--- src/rtl/regfile_pkg.sv ---
// Shared widths, types and the address decoder for the register file and its scoreboard.
package regfile_pkg;

  localparam int unsigned RF_DATA_W = 32;
  localparam int unsigned RF_ADDR_W = 5;

  typedef logic [RF_ADDR_W-1:0] rf_addr_t;
  typedef logic [RF_DATA_W-1:0] rf_data_t;

  function automatic logic [(1 << RF_ADDR_W)-1:0] onehot_dec(input rf_addr_t addr);
    logic [(1 << RF_ADDR_W)-1:0] dec;
    dec       = '0;
    dec[addr] = 1'b1;
    return dec;
  endfunction

endpackage

--- src/rtl/regfile_scoreboard.sv ---
// Per-register pending bits with alloc/retire/flush priority and a running pending count
// that always equals the popcount of the bit vector.
module regfile_scoreboard
  import regfile_pkg::*;
#(
  parameter int unsigned ADDR_W = RF_ADDR_W
) (
  input  logic                     i_clk,
  input  logic                     i_reset,
  input  logic                     i_alloc_en,
  input  logic [ADDR_W-1:0]        i_alloc_addr,
  input  logic                     i_ret_en,
  input  logic [ADDR_W-1:0]        i_ret_addr,
  input  logic                     i_flush,
  output logic [(1 << ADDR_W)-1:0] o_pend,
  output logic [ADDR_W:0]          o_pend_cnt
);

  localparam int unsigned DEPTH = 1 << ADDR_W;

  logic [DEPTH-1:0] r_pend;
  logic [ADDR_W:0]  r_pend_cnt;
  logic [DEPTH-1:0] w_alloc_dec;
  logic [DEPTH-1:0] w_ret_dec;
  logic [DEPTH-1:0] w_pend_nxt;
  logic [ADDR_W:0]  w_cnt_nxt;
  logic             w_alloc;
  logic             w_ret;
  logic             w_inc;
  logic             w_dec;

  if (ADDR_W == RF_ADDR_W) begin : g_pkg_dec
    assign w_alloc_dec = onehot_dec(i_alloc_addr);
    assign w_ret_dec   = onehot_dec(i_ret_addr);
  end else begin : g_gen_dec
    always_comb begin
      w_alloc_dec = '0;
      w_ret_dec   = '0;
      w_alloc_dec[i_alloc_addr] = 1'b1;
      w_ret_dec[i_ret_addr]     = 1'b1;
    end
  end

  assign w_alloc = i_alloc_en && (i_alloc_addr != '0);
  assign w_ret   = i_ret_en && (i_ret_addr != '0);

  // A same-address alloc keeps the bit set, so the retire must not decrement.
  assign w_inc = w_alloc && !r_pend[i_alloc_addr];
  assign w_dec = w_ret && r_pend[i_ret_addr] && !(w_alloc && (i_alloc_addr == i_ret_addr));

  always_comb begin
    w_pend_nxt = r_pend;
    w_cnt_nxt  = r_pend_cnt;
    if (i_flush) begin
      w_pend_nxt = '0;
      w_cnt_nxt  = '0;
    end else begin
      if (w_ret) w_pend_nxt = w_pend_nxt & ~w_ret_dec;
      if (w_alloc) w_pend_nxt = w_pend_nxt | w_alloc_dec;
      w_cnt_nxt = r_pend_cnt + {{ADDR_W{1'b0}}, w_inc} - {{ADDR_W{1'b0}}, w_dec};
    end
  end

  always_ff @(posedge i_clk or posedge i_reset) begin
    if (i_reset) begin
      r_pend     <= '0;
      r_pend_cnt <= '0;
    end else begin
      r_pend     <= w_pend_nxt;
      r_pend_cnt <= w_cnt_nxt;
    end
  end

  assign o_pend     = r_pend;
  assign o_pend_cnt = r_pend_cnt;

endmodule

--- src/rtl/regfile_sb.sv ---
// RV32 register file with NUM_RD combinational read ports and a pending scoreboard.
// Define REGFILE_BYPASS_EN to forward same-cycle write data to matching read ports.
module regfile_sb
  import regfile_pkg::*;
#(
  parameter int unsigned DATA_W = RF_DATA_W,
  parameter int unsigned ADDR_W = RF_ADDR_W,
  parameter int unsigned NUM_RD = 2
) (
  input  logic                     i_clk,
  input  logic                     i_reset,
  input  logic [NUM_RD*ADDR_W-1:0] i_rs_addr,
  output logic [NUM_RD*DATA_W-1:0] o_rs_data,
  output logic [NUM_RD-1:0]        o_rs_pending,
  input  logic [ADDR_W-1:0]        i_rd_addr,
  input  logic [DATA_W-1:0]        i_rd_data,
  input  logic                     i_rd_wren,
  input  logic                     i_alloc_en,
  input  logic [ADDR_W-1:0]        i_alloc_addr,
  input  logic                     i_flush,
  output logic [ADDR_W:0]          o_pend_cnt,
  output logic                     o_sb_full
);

  localparam int unsigned DEPTH = 1 << ADDR_W;

  logic [DATA_W-1:0] r_regs [DEPTH];
  logic [DEPTH-1:0]  w_pend;
  logic              w_wr;

  assign w_wr = i_rd_wren && (i_rd_addr != '0);

  always_ff @(posedge i_clk or posedge i_reset) begin
    if (i_reset) begin
      for (int i = 0; i < DEPTH; i++) r_regs[i] <= '0;
    end else if (w_wr) begin
      r_regs[i_rd_addr] <= i_rd_data;
    end
  end

  regfile_scoreboard #(
    .ADDR_W (ADDR_W)
  ) u_sb (
    .i_clk        (i_clk),
    .i_reset      (i_reset),
    .i_alloc_en   (i_alloc_en),
    .i_alloc_addr (i_alloc_addr),
    .i_ret_en     (i_rd_wren),
    .i_ret_addr   (i_rd_addr),
    .i_flush      (i_flush),
    .o_pend       (w_pend),
    .o_pend_cnt   (o_pend_cnt)
  );

  assign o_sb_full = (o_pend_cnt == (ADDR_W + 1)'(DEPTH - 1));

`ifdef REGFILE_BYPASS_EN
  // Reset must win over forwarding so reads stay zero while i_reset is high.
  logic w_byp_wr;
  assign w_byp_wr = w_wr && !i_reset;
`endif

  for (genvar k = 0; k < NUM_RD; k++) begin : g_rd
    logic [ADDR_W-1:0] w_addr;
    logic              w_byp;

    assign w_addr = i_rs_addr[k*ADDR_W +: ADDR_W];
`ifdef REGFILE_BYPASS_EN
    assign w_byp = w_byp_wr && (w_addr == i_rd_addr);
`else
    assign w_byp = 1'b0;
`endif
    assign o_rs_data[k*DATA_W +: DATA_W] = w_byp            ? i_rd_data :
                                           (w_addr == '0)   ? '0        : r_regs[w_addr];
    assign o_rs_pending[k] = !w_byp && (w_addr != '0) && w_pend[w_addr];
  end

endmodule
--- config.mk ---
export PLATFORM = sky130hd
export DESIGN_NAME = regfile_sb
export DESIGN_NICKNAME = d
export VERILOG_FILES = /design/src/rtl/regfile_pkg.sv /design/src/rtl/regfile_scoreboard.sv /design/src/rtl/regfile_sb.sv
export SDC_FILE = /design/constraint.sdc
export NUM_CORES = 2
export LEC_CHECK = 0
export ABC_AREA = 1
export ABC_CLOCK_PERIOD_IN_PS = 34700
export BUFFER_PORTS_ARGS = -buffer_cell sky130_fd_sc_hd__buf_4
export CORE_ASPECT_RATIO = 2
export CORE_MARGIN = 3
export CORE_UTILIZATION = 40
export CTS_CLUSTER_SIZE = 40
export DETAILED_ROUTE_END_ITERATION = 8
export SLEW_MARGIN = 25
export SYNTH_ARGS = -nofsm -noshare
export SYNTH_HDL_FRONTEND = slang
export SYNTH_SLANG_ARGS = --single-unit
--- constraint.sdc ---
create_clock -name i_clk -period 34.7 [get_ports i_clk]
set_input_delay 6.94 -clock i_clk [delete_from_list [all_inputs] [get_ports i_clk]]
set_output_delay 6.94 -clock i_clk [all_outputs]
set_load 0.1 [all_outputs]
==> results.sh <==
export IMPL_cts_root_buf="clkbuf_16"
export IMPL_place_congestion=0.8929
export IMPL_synth_distinct_cells=31
export IMPL_rows=200
export IMPL_drt_first_iter_violations=7623
export IMPL_synth_top_area_share_pct=44.26
export IMPL_ys_seq_area_share_pct=44.26
export IMPL_ios=130
export IMPL_cap_violations=0
export IMPL_grt_total_usage_pct=32.16
export IMPL_syn_num_nets=8931
export IMPL_ctsHoldBuffers=0
export IMPL_p_sw_share_pct=34.16
export IMPL_pwr_share_seq_pct=45.4
export IMPL_tns_ns=0
export IMPL_fill_cells=15190
export IMPL_p_sw_mw=1.232
export IMPL_fp_dieH_um=553.9
export IMPL_wl_um=254600
export IMPL_ant_nets=0
export IMPL_vdd_drop_max_mv=0.03793
export IMPL_setup_viol=0
export IMPL_numCtsBuffers=100
export IMPL_drtPass1Iterations=9
export IMPL_tightest_slew_ns=1.154
export IMPL_total_power_mw=3.605
export IMPL_gr_total_overflow=0
export IMPL_hp_class="reg -> reg"
export IMPL_cts_max_level=3
export IMPL_critPathMaxFanout=119
export IMPL_relSlewSlack_pct=23.06
export IMPL_core_area_mm2=0.1489
export IMPL_drv_slew=0
export IMPL_synth_area_leaders="dfrtp_1, nand2_1, o21ai_0"
export IMPL_status="completed"
export IMPL_cts_sinks=1062
export IMPL_finalClockSkew_ns=0.02046
export IMPL_clock_latency_ns=0.74
export IMPL_final_common_cell="nand2_1"
export IMPL_power_density_mw_per_mm2=55.58
export IMPL_drive_gt1_share_pct=5.400
export IMPL_cts_tree="done"
export IMPL_vias=61400
export IMPL_p_comb_share_pct=21.5
export IMPL_antenna_found_initial=7
export IMPL_grt_pass1_wl_um=377100
export IMPL_die_area_mm2=0.1551
export IMPL_setup_worst_path_class="in -> out"
export IMPL_cts_resized=0
export IMPL_layout_min_cycle_time_ns=18.65
export IMPL_drc=0
export IMPL_start_kind="primary input"
export IMPL_utilization_pct=43.56
export IMPL_final_hold_violation_count=0
export IMPL_io_buffers=129
export IMPL_clockBufferDepth=3
export IMPL_fmax_ghz=0.05361
export IMPL_layout_common_cells="nand2_1, o21ai_0, dfrtp_1, nand3_1, nor2_1"
export IMPL_yosys_warnings=0
export IMPL_synth_area_leader_cell="dfrtp_1"
export IMPL_crit_arrival_ns=11.71
export IMPL_viasPerCell=5.890
export IMPL_rsz0062_at_grt="false"
export IMPL_cp_required_ns=27.76
export IMPL_leakage_nw=30.82
export IMPL_syn_area_per_cell_um2=6.774
export IMPL_grt_pass1_vias=58800
export IMPL_clockPowerShare_pct=33.1
export IMPL_initial_core_util_pct=40.33
export IMPL_synth_seq_cells=1062
export IMPL_hpwl_um=136100
export IMPL_syn_inst=8865
export IMPL_p_int_mw=2.373
export IMPL_syn_to_final_growth_pct=8.018
export IMPL_clk_pin_slew_ns=0.06
export IMPL_netlist_area_mm2=0.06005
export IMPL_grt_start_max_net_pins=203
export IMPL_end_kind="output port"
export IMPL_die_x_um=280.0
export IMPL_cts_setup_buffers=0
export IMPL_nNetsFinal=8487
export IMPL_post_route_period_util_pct=53.76
export IMPL_wire_per_inst_um=24.42
==> layer usage <==
layer	GRT usage (%)	routed length, um
met5	0	34
met4	22.05	20400
met3	4.815	22870
met2	53.05	117400
met1	38.61	93810
==> critical path: stages <==
cell and delay [ns]:
buf_8 0.56, buf_4 0.79, buf_4 0.93, buf_4 0.81, a21oi_1 0.16, o21ai_0 0.12
a21oi_1 0.14, nor2_1 0.31, nor2_1 0.09, nor2_1 0.24, buf_4 0.35
==> cell type report <==
cell class | instances | area [um^2] | area share (%)
Multi-Input combinational cell | 6730 | 29330 | 45.22
Sequential cell | 1062 | 26580 | 40.97
Clock buffer | 138 | 2836 | 4.373
Tap cell | 1919 | 2401 | 3.702
Timing Repair Buffer | 231 | 1943 | 2.996
Inverter | 296 | 1152 | 1.777
Clock inverter | 43 | 604.3 | 0.9317
Antenna cell | 7 | 17.52 | 0.02701
==> cell families (layout without fill, tap and decap cells) <==
logic type	count (synthesis)	count (layout)	synth area share, %
xor+xnor	6	6	0.08751
compound gates	1701	1701	14.55
flops	1062	1062	44.26
other cells	0	7	0
simple gates	5014	5014	33.55
buf+inv	1073	708	7.355
fa+ha+maj	9	9	0.2000
==> metrics by stage <==
stage	setup slack (ns)	cells	hold WS, ns	area, um^2
2_1_floorplan	13.11	8865	0.4505	60050
3_3_place_gp	16.17	10240	0.3855	61300
3_5_place_dp	16.22	10240	0.3895	61370
4_1_cts	16.23	10420	0.4041	64810
5_1_grt	15.99	10420	0.4142	64850
6_report	16.05	10430	0.3999	64860
==> flip-flops by register name, indices dropped and copies added (netlist names) <==
name             flops
u_sb.o_pend         32
r_regs            1024
u_sb.o_pend_cnt      6
==> cells in the mapped netlist <==
| master | n |
|---|---|
| nand2_1 | 3347 |
| nor2_4 | 3 |
| nor3_2 | 3 |
| inv_2 | 10 |
| clkbuf_1 | 451 |
| a31o_2 | 1 |
| buf_1 | 79 |
| and3_1 | 3 |
| nor2_1 | 664 |
| or2_2 | 6 |
| fa_1 | 1 |
| clkinv_1 | 3 |
| a22oi_1 | 2 |
| nand4_1 | 5 |
| nand3_1 | 968 |
| ha_1 | 8 |
| dfrtp_1 | 1062 |
| inv_1 | 283 |
| buf_4 | 32 |
| a21oi_1 | 201 |
| nor3_1 | 9 |
| nor3_4 | 1 |
| o22ai_1 | 10 |
| nand2_2 | 1 |
| nor2_2 | 4 |
| o211ai_1 | 82 |
| o21ai_0 | 1338 |
| buf_2 | 215 |
| xnor2_1 | 4 |
| o21ai_1 | 67 |
| xor2_1 | 2 |
==> path summary, 6_finish.rpt <==
kind / start / endpoint / slack, ns / cells past startpoint
setup reg to reg: u_sb.o_pend[3] / u_sb.o_pend_cnt[4] / 31.91 / 17
min in group asynchronous: i_reset / r_regs[116] / 6.31 / 3
hold reg to reg: r_regs[1016] / r_regs[1016] / 0.40 / 0
setup / recovery: i_rs_addr[5] / o_rs_data[41] / 16.05 / 11
max in group asynchronous: i_reset / r_regs[33] / 24.93 / 7
hold / removal: r_regs[1016] / r_regs[1016] / 0.40 / 0
==> power by group through the flow <==
stage | clock network [mW] | logic (mW) | registers [mW]
final | 1.19 | 0.776 | 1.64
after global routing | 1.25 | 0.879 | 1.66
after CTS | 1.21 | 0.772 | 1.63
after detailed placement | 0 | 0.770 | 1.65
after global placement | 0 | 0.755 | 1.64
after floorplan | 0 | 0.572 | 1.62
Power figures use the tool's default switching activity.
